===== config.mk =====
export PLATFORM = sky130hd
export DESIGN_NAME = core_dbg_ctrl
export DESIGN_NICKNAME = d
export VERILOG_FILES = /design/src/rtl/core_dbg_ctrl.sv
export SDC_FILE = /design/constraint.sdc
export NUM_CORES = 1
export LEC_CHECK = 0
export ABC_CLOCK_PERIOD_IN_PS = 1900
export BUFFER_PORTS_ARGS = -buffer_cell sky130_fd_sc_hd__buf_2
export CAP_MARGIN = 10
export CORE_MARGIN = 2
export CORE_UTILIZATION = 55
export DETAILED_ROUTE_END_ITERATION = 8
export PLACE_DENSITY = 0.89
export SETUP_SLACK_MARGIN = 0.4
export SYNTH_ARGS = -nofsm -noshare
export SYNTH_HDL_FRONTEND = slang
export SYNTH_SLANG_ARGS = --single-unit

===== constraint.sdc =====
create_clock -name clk -period 1.9 [get_ports clk]
set_clock_uncertainty 0.1 [all_clocks]
set_input_delay 0.095 -clock clk [delete_from_list [all_inputs] [get_ports clk]]
set_output_delay 0.095 -clock clk [all_outputs]
set_load 0.01 [all_outputs]

===== src/rtl/core_dbg_ctrl.sv =====
// core_dbg_ctrl: debug register file and core run-control sequencer.
// Handles halt, resume and single-step, and injects ITR0..ITR3 into the core
// pipeline while the core is halted.
// Optional build macro: DBG_ITR_TIMEOUT_EN adds an ITR retire watchdog that
// sets err plus a timeout flag (DBGSC bit5) and returns to HALTED.
//
// Register map (dbg_addr):
//   0 DBGSC    {26'b0, tmo, err, busy, step, halted, halt_req}
//              write: bit0=1 requests halt, bit4=1 clears err/tmo
//   1 DRUNCTRL write: bit0=1 resume, bit1=single-step (reads 0)
//   2-5 ITR0-3 instruction words (write only in HALTED, reads 0)
//              writing ITR3 starts injection
//   6 DTR_HI   DTR[63:32]
//   7 DTR_LO   DTR[31:0]
//
// state     | meaning
// ----------+----------------------------------------------------------
// RUNNING   | core running, no debug request outstanding
// HALTING   | halt requested, waiting for core_halted
// HALTED    | core halted, accepting ITR / DRUNCTRL writes
// ITR_ISSUE | presenting ITR[idx] on itr_valid/itr_insn until itr_ready
// ITR_WAIT  | waiting for itr_done of the injected instruction
// RESUMING  | resume (optionally single-step) requested, waiting for run

module core_dbg_ctrl #(
  parameter int ITR_TIMEOUT_CYCLES = 1024,
  parameter int DTR_WIDTH          = 64
) (
  input  logic                 clk,
  input  logic                 rst_n,
  input  logic                 dbg_wr_en,
  input  logic                 dbg_rd_en,
  input  logic [3:0]           dbg_addr,
  input  logic [31:0]          dbg_wdata,
  output logic [31:0]          dbg_rdata,
  output logic                 dbg_rvalid,
  output logic                 core_halt_req,
  input  logic                 core_halted,
  output logic                 core_resume_req,
  output logic                 core_step,
  output logic                 itr_valid,
  output logic [31:0]          itr_insn,
  input  logic                 itr_ready,
  input  logic                 itr_done,
  input  logic                 itr_err,
  input  logic                 core_dtr_wr,
  input  logic [DTR_WIDTH-1:0] core_dtr_wdata,
  output logic [DTR_WIDTH-1:0] dtr_value
);

  typedef enum logic [2:0] {
    RUNNING   = 3'd0,
    HALTING   = 3'd1,
    HALTED    = 3'd2,
    ITR_ISSUE = 3'd3,
    ITR_WAIT  = 3'd4,
    RESUMING  = 3'd5
  } state_t;

  state_t state, next_state;

  logic [31:0]          itr_q [4];
  logic [1:0]           idx_q;
  logic                 step_q;
  logic                 err_q;
  logic                 tmo_q;
  logic                 tmo_fire;
  logic [DTR_WIDTH-1:0] dtr_q;
  logic [31:0]          rd_mux;
  logic [31:0]          dbgsc_val;
  logic                 busy;
  logic                 halted_st;

  // Register-file write decode
  logic wr_dbgsc, wr_drun, wr_itr3, wr_dtr_hi, wr_dtr_lo;
  assign wr_dbgsc  = dbg_wr_en && (dbg_addr == 4'd0);
  assign wr_drun   = dbg_wr_en && (dbg_addr == 4'd1);
  assign wr_itr3   = dbg_wr_en && (dbg_addr == 4'd5);
  assign wr_dtr_hi = dbg_wr_en && (dbg_addr == 4'd6);
  assign wr_dtr_lo = dbg_wr_en && (dbg_addr == 4'd7);

  logic itr_last;
  assign itr_last = (idx_q == 2'd3);

`ifdef DBG_ITR_TIMEOUT_EN
  localparam int TMO_W = ($clog2(ITR_TIMEOUT_CYCLES) > 0) ? $clog2(ITR_TIMEOUT_CYCLES) : 1;
  logic [TMO_W-1:0] tmo_cnt;

  // Watchdog down-counter: reloaded on entry to ITR_WAIT, fires at zero
  always_ff @(posedge clk or negedge rst_n) begin
    if (!rst_n) begin
      tmo_cnt <= '0;
    end else if (next_state == ITR_WAIT && state != ITR_WAIT) begin
      tmo_cnt <= TMO_W'(ITR_TIMEOUT_CYCLES - 1);
    end else if (state == ITR_WAIT && tmo_cnt != '0) begin
      tmo_cnt <= tmo_cnt - 1'b1;
    end
  end

  assign tmo_fire = (state == ITR_WAIT) && !itr_done && (tmo_cnt == '0);

  // Sticky timeout flag, cleared with err by DBGSC bit4
  always_ff @(posedge clk or negedge rst_n) begin
    if (!rst_n) begin
      tmo_q <= 1'b0;
    end else if (tmo_fire) begin
      tmo_q <= 1'b1;
    end else if (wr_dbgsc && dbg_wdata[4]) begin
      tmo_q <= 1'b0;
    end
  end
`else
  localparam int unused_itr_timeout = ITR_TIMEOUT_CYCLES;
  assign tmo_fire = 1'b0;
  assign tmo_q    = 1'b0;
`endif

  // State register
  always_ff @(posedge clk or negedge rst_n) begin
    if (!rst_n) begin
      state <= RUNNING;
    end else begin
      state <= next_state;
    end
  end

  // Next-state logic
  always_comb begin
    next_state = state;
    case (state)
      RUNNING: begin
        if (wr_dbgsc && dbg_wdata[0]) next_state = HALTING;
      end
      HALTING: begin
        if (core_halted) next_state = HALTED;
      end
      HALTED: begin
        if (wr_itr3) next_state = ITR_ISSUE;
        else if (wr_drun && dbg_wdata[0]) next_state = RESUMING;
      end
      ITR_ISSUE: begin
        if (itr_ready) next_state = ITR_WAIT;
      end
      ITR_WAIT: begin
        if (itr_done) begin
          if (itr_err || itr_last) next_state = HALTED;
          else next_state = ITR_ISSUE;
        end else if (tmo_fire) begin
          next_state = HALTED;
        end
      end
      RESUMING: begin
        if (!core_halted) next_state = step_q ? HALTING : RUNNING;
      end
      default: next_state = RUNNING;
    endcase
  end

  // Output decode; the core stays under halt request during injection
  always_comb begin
    core_halt_req   = 1'b0;
    core_resume_req = 1'b0;
    core_step       = 1'b0;
    itr_valid       = 1'b0;
    itr_insn        = 32'h0;
    busy            = 1'b0;
    halted_st       = 1'b0;
    case (state)
      HALTING: core_halt_req = 1'b1;
      HALTED: begin
        core_halt_req = 1'b1;
        halted_st     = 1'b1;
      end
      ITR_ISSUE: begin
        core_halt_req = 1'b1;
        halted_st     = 1'b1;
        busy          = 1'b1;
        itr_valid     = 1'b1;
        itr_insn      = itr_q[idx_q];
      end
      ITR_WAIT: begin
        core_halt_req = 1'b1;
        halted_st     = 1'b1;
        busy          = 1'b1;
      end
      RESUMING: begin
        core_resume_req = 1'b1;
        core_step       = step_q;
      end
      default: ;
    endcase
  end

  // ITR storage: writable only while halted and idle
  always_ff @(posedge clk or negedge rst_n) begin
    if (!rst_n) begin
      for (int i = 0; i < 4; i++) itr_q[i] <= 32'h0;
    end else if (dbg_wr_en && state == HALTED) begin
      for (int i = 0; i < 4; i++) begin
        if (dbg_addr == 4'(i + 2)) itr_q[i] <= dbg_wdata;
      end
    end
  end

  // Injection index: restart on ITR3 write, advance on clean retire
  always_ff @(posedge clk or negedge rst_n) begin
    if (!rst_n) begin
      idx_q <= 2'd0;
    end else if (state == HALTED && wr_itr3) begin
      idx_q <= 2'd0;
    end else if (state == ITR_WAIT && itr_done && !itr_err && !itr_last) begin
      idx_q <= idx_q + 2'd1;
    end
  end

  // Step flag: latched on resume, dropped once the re-halt completes
  always_ff @(posedge clk or negedge rst_n) begin
    if (!rst_n) begin
      step_q <= 1'b0;
    end else if (state == HALTED && wr_drun && dbg_wdata[0]) begin
      step_q <= dbg_wdata[1];
    end else if (state == HALTING && core_halted) begin
      step_q <= 1'b0;
    end
  end

  // Sticky error: retire exception, illegal ITR3 write or watchdog; set beats clear
  always_ff @(posedge clk or negedge rst_n) begin
    if (!rst_n) begin
      err_q <= 1'b0;
    end else if ((state == ITR_WAIT && itr_done && itr_err) ||
                 (wr_itr3 && state != HALTED) || tmo_fire) begin
      err_q <= 1'b1;
    end else if (wr_dbgsc && dbg_wdata[4]) begin
      err_q <= 1'b0;
    end
  end

  // DTR: a core write replaces the whole register and beats debug writes
  always_ff @(posedge clk or negedge rst_n) begin
    if (!rst_n) begin
      dtr_q <= '0;
    end else if (core_dtr_wr) begin
      dtr_q <= core_dtr_wdata;
    end else if (wr_dtr_hi) begin
      dtr_q[DTR_WIDTH-1:DTR_WIDTH-32] <= dbg_wdata;
    end else if (wr_dtr_lo) begin
      dtr_q[31:0] <= dbg_wdata;
    end
  end

  assign dtr_value = dtr_q;
  assign dbgsc_val = {26'b0, tmo_q, err_q, busy, step_q, halted_st, core_halt_req};

  // Read mux sees current (pre-write) register contents
  always_comb begin
    rd_mux = 32'h0;
    case (dbg_addr)
      4'd0:    rd_mux = dbgsc_val;
      4'd6:    rd_mux = dtr_q[DTR_WIDTH-1:DTR_WIDTH-32];
      4'd7:    rd_mux = dtr_q[31:0];
      default: rd_mux = 32'h0;
    endcase
  end

  // Registered read data and one-cycle valid pulse
  always_ff @(posedge clk or negedge rst_n) begin
    if (!rst_n) begin
      dbg_rdata  <= 32'h0;
      dbg_rvalid <= 1'b0;
    end else begin
      dbg_rvalid <= dbg_rd_en;
      if (dbg_rd_en) dbg_rdata <= rd_mux;
    end
  end

endmodule


==> impl_metrics.csv, run 1 <==
group,metric,value,unit
power_and_ir_drop,power,20.4,mW
timing,setup-violations-final,166,
layout,final_cell_area,16700,µm²
placement,port_buffers,241,
die,pin_count,242,
timing,fin_setup_tns,-27.31,ns
grt,grt_pass1_wl,65.9,mm
synth,yosysSeqAreaShare,0.531,
grt,overflow,0,
flow_run,maxCapViolations,0,
grt,grt_usage,0.409,
setup_path,worstPathCellList,"buf_6 -> buf_12 -> mux4_2 -> and2_1 -> buf_2",
die,core,19500,µm²
drt,first_pass_iters,5,
setup_path,cp.required,1.70,ns
synth,synth_cell_types,53,
placement,place_congestion,0.857,
cts,h-tree-depth,1,
setup_path,crit_arrival,2.15,ns
die,die_y,145,µm
drt,viasPerCell,6.60,
status,violations,"negative setup slack",
layout,register_area,5810,µm²
power_and_ir_drop,vdd_drop_max,0.000856,V
timing,fin_crit_sh,1.23,
die,die_area,21000,µm²
synth,syn_inst,855,
layout,nFillCells,761,
cts,clock_sinks,232,
synth,synth-edff-count,0,
drt,routed_wl,48.2,mm
cts,cts_buffers,24,
placement,placed_area,12700,µm²
synth,synth_ff_type,"dfrtp_1",
timing,fmax,427,MHz
drt,drtIter0Drc,1267,
grt,grt_pass1_vias,11000,
cts,cts_tree,"done",
power_and_ir_drop,power_density,1220,nW/µm²
layout,syn_to_final_growth,52.4,%
cts,clk_pin_slew,0.07,ns
drt,antenna_left,0,
cts,cts-root-buf,"clkbuf_16",
layout,multi_input_area,5260,µm²
timing,slew_viol_final,0,
synth,synth_area,10900,µm²
die,dieWidth,145,µm
timing,worst_slack,-0.440,ns
synth,ys_ff_latch,232,
layout,nNetsFinal,1415,
timing,timing.hold.ws,0.0181,ns
cts,cts_buffer_depth,3,
synth,async_flop_share,1.00,
drt,wire_per_inst,30.3,µm
setup_path,cp-end-kind,"primary output",
cts,clk_latency,0.53,ns
synth,synth_nets,965,
hold_path,hp-class,"input port to async pin",
setup_path,critPathLaunchType,"flip-flop",
synth,yosysWarningCount,0,
timing,rsz0062_at_grt,"true",
status,status,"finished with violations",
timing,layout_min_cycle_time,2.34,ns
layout,drive_gt1_frac,0.473,
grt,grt_start_max_net_pins,63,
synth,synth_area_leader_cell,"dfrtp_1",
synth,synth_area_leaders,"dfrtp_1 53%, mux4_2 6.6%, mux2_1 6.5%, mux2i_1 6.0%, mux2_2 4.0%",
setup_path,r2r-start,"state[0]",
setup_path,crit_fanout,7,
die,initial_core_util,0.562,
setup_path,cpMaxStageDelayCell,"mux4_2",
power_and_ir_drop,power.leakage,8.50,nW
drt,num_vias,10500,
setup_path,critPathKind,"flip-flop to primary output",
drt,route.detailed.drc,0,
die,row_count,51,
timing,worstMarginPinSlew,0.916,ns
setup_path,cp-startpoint,"idx_q[0]",
layout,final_cell_mix,"230 x dfrtp_1, 212 x buf_2, 126 x mux2_4",
timing,hold_viol,0,
synth,synth_top_area_share,0.531,
grt,antenna_found_initial,3,
timing,slew_headroom,0.389,
placement,place_hpwl,20.5,mm
setup_path,critical_path.max_stage_delay,0.56,ns
synth,syn-mean-instance-area,12.8,µm²
layout,final_common_cell,"dfrtp_1",
## cells in the mapped netlist (28+ instances only)
library cell  instances
inv_1                33
a22oi_1              28
mux2i_1              66
nand2_1              68
dfrtp_1             232
o22ai_1              32
mux2_1               63
and2_1               33
mux4_2               32
mux2_2               39
o21ai_0              60
clkbuf_1             33
## cell families after synthesis
group	share of synthesized area
compound gates	0.0826
simple gates	0.0695
buf+inv	0.0454
flops	0.531
fa+ha+maj	0.00114
mux	0.268
xor+xnor	0.00240
## registers in the layout, summed over array words and instances, names as in the netlist
register,flops
idx_q,2
step_q,1
state,3
dbg_rvalid,1
dtr_value,64
dbg_rdata,32
itr_q,128
err_q,1
## critical path, delay by kind of cell (launching register included)
| family | cells | cell delay [ns] |
|---|---|---|
| buf+inv | 3 | 0.43 |
| simple gates | 1 | 0.17 |
| flops | 1 | 0.44 |
| mux | 1 | 0.56 |
## metrics by stage
stage / setup WS [ns] / util / cells
after global placement: 0.230 / 0.653 / 1337
after CTS: -0.331 / 0.833 / 1557
after detailed placement: 0.145 / 0.653 / 1337
final: -0.440 / 0.856 / 1591
after global routing: -0.462 / 0.856 / 1589
after floorplan: 0.305 / - / 855
## where the power goes
group / leakage (nW) / internal, mW / total, mW / switching, mW
registers: 3.00 / 6.48 / 7.77 / 1.29
logic: 5.13 / 4.80 / 7.94 / 3.14
clock network: 0.362 / 2.55 / 4.65 / 2.11
## path summary, 6_finish.rpt
| path | endpoint | slack, ns | depth (start not counted) |
|---|---|---|---|
| hold / removal | dtr_value[57] | 0.02 | 2 |
| hold reg to reg | itr_q[113] | 0.41 | 1 |
| setup reg to reg | itr_q[121] | -0.20 | 8 |
| min in group clk | dtr_value[38] | 0.09 | 4 |
| setup / recovery | itr_insn[13] | -0.44 | 5 |
| max in group asynchronous | itr_q[125] | 0.95 | 3 |
## what timing repair did
item                                    in CTS  in global routing
hold buffers                               127                  0
resized for setup                          188                 53
endpoints found under the setup margin     170                198
setup buffers                               33                 30
gates cloned                                17                  1
pin swaps                                   29                 18
endpoints found under the hold margin      440                  0
## final cells by class
cell class                      instances  share of cell area
Tap cell                              265              0.0199
Multi-Input combinational cell        522               0.315
Timing Repair Buffer                  492               0.264
Sequential cell                       232               0.348
Clock buffer                           39              0.0424
Antenna cell                            4            0.000601
Clock inverter                          4             0.00188
Inverter                               33             0.00743
## routing by layer
metal | track usage | wire (µm) | vias up
li1 | - | - | 3979
met3 | 0.0846 | 5040 | 379
met1 | 0.487 | 16000 | 5131
met5 | 0 | 0 | -
met2 | 0.685 | 22900 | 1014
met4 | 0.250 | 4260 | 0
Power figures use the tool's default switching activity.
==> inputs of run 2 (changes only) <==
--- a/config.mk
+++ b/config.mk
@@ -11,7 +11,7 @@
 export CORE_MARGIN = 2
 export CORE_UTILIZATION = 55
 export DETAILED_ROUTE_END_ITERATION = 8
-export PLACE_DENSITY = 0.89
+export PLACE_DENSITY_LB_ADDON = 0.08
 export SETUP_SLACK_MARGIN = 0.4
 export SYNTH_ARGS = -nofsm -noshare
 export SYNTH_HDL_FRONTEND = slang
==> run 2 against run 1 <==
The run still ends with negative setup slack left. Final cell count is 0.57% higher. Hold slack better by 0.023 ns. Global-route usage shrank 5.6 points. Routed wire length fell by 18%. Critical path depth grew 3. Core utilization increased by 0.69 points. Maximum frequency grew 1.7%. Sequential share of layout area fell by 0.28 points. Final area grew 0.81%. Sequential power is 3.5% lower. Total power decreased by 3.4%. Critical path type is now flip-flop to flip-flop.
==> impl_metrics.csv, run 2 (synthesized netlist as in run 1, its figures left out) <==
group,metric,value,unit
status,status,"finished with violations",
status,violations,"negative setup slack",
die,die_area,21000,µm²
placement,place_congestion,0.842,
grt,grt_pass1_wl,58.0,mm
drt,antenna_left,0,
layout,largest_register_ffs,128,
setup_path,cp.required,2.20,ns
timing,hold_viol,0,
die,core,19500,µm²
timing,fin_crit_sh,1.21,
flow_run,maxCapViolations,0,
timing,slew_headroom,0.650,
setup_path,r2r_cells,8,
placement,place_hpwl,18.9,mm
layout,drive_gt1_frac,0.467,
setup_path,r2r-start,"state[0]",
placement,place_inst,1329,
timing,rsz0062_at_grt,"true",
layout,nNetsFinal,1425,
setup_path,critPathLaunchType,"flip-flop",
placement,port_buffers,241,
setup_path,crit_arrival,2.60,ns
drt,routed_wl,39.5,mm
setup_path,r2r-end,"itr_q[116]",
die,initial_core_util,0.562,
timing,worst_slack,-0.400,ns
layout,top_register,"itr_q",
layout,fin_cells,1600,
grt,grt_pass1_vias,9950,
layout,final_common_cell,"dfrtp_1",
drt,drtIter0Drc,685,
layout,syn_to_final_growth,53.6,%
power_and_ir_drop,power.leakage,8.56,nW
layout,finish.utilization,0.863,
drt,num_vias,9483,
drt,viasPerCell,5.93,
die,pin_count,242,
setup_path,critPathKind,"flip-flop to flip-flop",
die,die_y,145,µm
hold_path,min_from,"dbg_addr[1]",
grt,grt_start_max_net_pins,60,
drt,first_pass_iters,5,
cts,cts_buffers,25,
grt,overflow,0,
hold_path,whs_path_depth,4,
timing,worstMarginPinSlew,0.523,ns
timing,fin_setup_tns,-44.21,ns
cts,clk_pin_slew,0.06,ns
timing,setup-violations-final,164,
hold_path,holdPathEnd,"state[2]",
timing,timing.hold.ws,0.0407,ns
timing,layout_min_cycle_time,2.30,ns
timing,slew_viol_final,0,
cts,cts_tree,"done",
drt,wire_per_inst,24.7,µm
die,dieWidth,145,µm
power_and_ir_drop,vdd_drop_max,0.00100,V
hold_path,hp-class,"input port to flip-flop",
timing,fmax,435,MHz
cts,clock_sinks,232,
die,row_count,51,
placement,pre_cts_ws,0.151,ns
cts,cts_buffer_depth,3,
cts,cts-root-buf,"clkbuf_16",
power_and_ir_drop,power_density,1170,nW/µm²
cts,clk_latency,0.52,ns
grt,antenna_found_initial,2,
layout,final_cell_mix,"230 x dfrtp_1, 224 x buf_2, 145 x dlygate4sd3_1",
setup_path,r2r_setup_slack,-0.40,ns
setup_path,crit_fanout,6,
setup_path,cp-end-kind,"flip-flop",
drt,route.detailed.drc,0,
grt,grt_usage,0.353,
cts,h-tree-depth,1,
## run 2: power breakdown
group / internal [mW] / leakage, nW / switching (mW)
sequential: 6.48 / 3.00 / 1.02
combinational: 4.55 / 5.15 / 2.82
clock: 2.75 / 0.404 / 2.04
total: 13.8 / 8.56 / 5.88
## run 2: worst max path at each step
stage | start | to | slack [ns] | depth (start not counted)
detailed placement | idx_q[0] | idx_q[1] | 0.15 | 5
global route | state[0] | itr_q[116] | -0.41 | 8
finish | state[0] | itr_q[116] | -0.40 | 8
floorplan | state[0] | itr_q[100] | 0.30 | 5
CTS | idx_q[0] | itr_insn[28] | -0.31 | 5
global placement | idx_q[0] | idx_q[1] | 0.09 | 5
## run 2: repair_timing
item / in CTS / in global routing
hold buffers: 144 / 1
endpoints found under the setup margin: 170 / 251
endpoints found under the hold margin: 432 / 1
cloned: 18 / 3
resized for setup: 173 / 46
setup buffers: 32 / 26
pin swaps: 15 / 11
## run 2: area by class of cell
cell class | instances | area [µm²]
clock inverter | 11 | 86.3
timing repair buffer | 501 | 4530
multi-input combinational | 522 | 5200
inverter | 33 | 126
clock buffer | 34 | 709
tap | 265 | 332
fill | 902 | 2660
sequential | 232 | 5810
antenna | 2 | 5.00
## run 2: worst max-delay path, cell delays in order, from the launching register on
cell and delay (ns):
dfrtp_1 0.40, buf_6 0.12, buf_6 0.12, nor3b_4 0.30, and2_4 0.25, nand3b_4 0.22
buf_12 0.21, buf_16 0.14, mux2_4 0.30
## run 2: through the flow
stage               area [µm²]  total power [mW]
floorplan                11100              10.7
global placement         12600              12.0
detailed placement       12600              12.1
CTS                      16400              18.8
global route             16800              20.4
finish                   16800              19.7
## run 2: routing by layer
layer / track usage / vias to the layer above / wire length [µm]
li1: - / 3994 / -
met1: 0.440 / 4798 / 14600
met2: 0.598 / 537 / 20000
met3: 0.0824 / 154 / 2900
met4: 0.141 / 0 / 1970
met5: 0 / - / 0
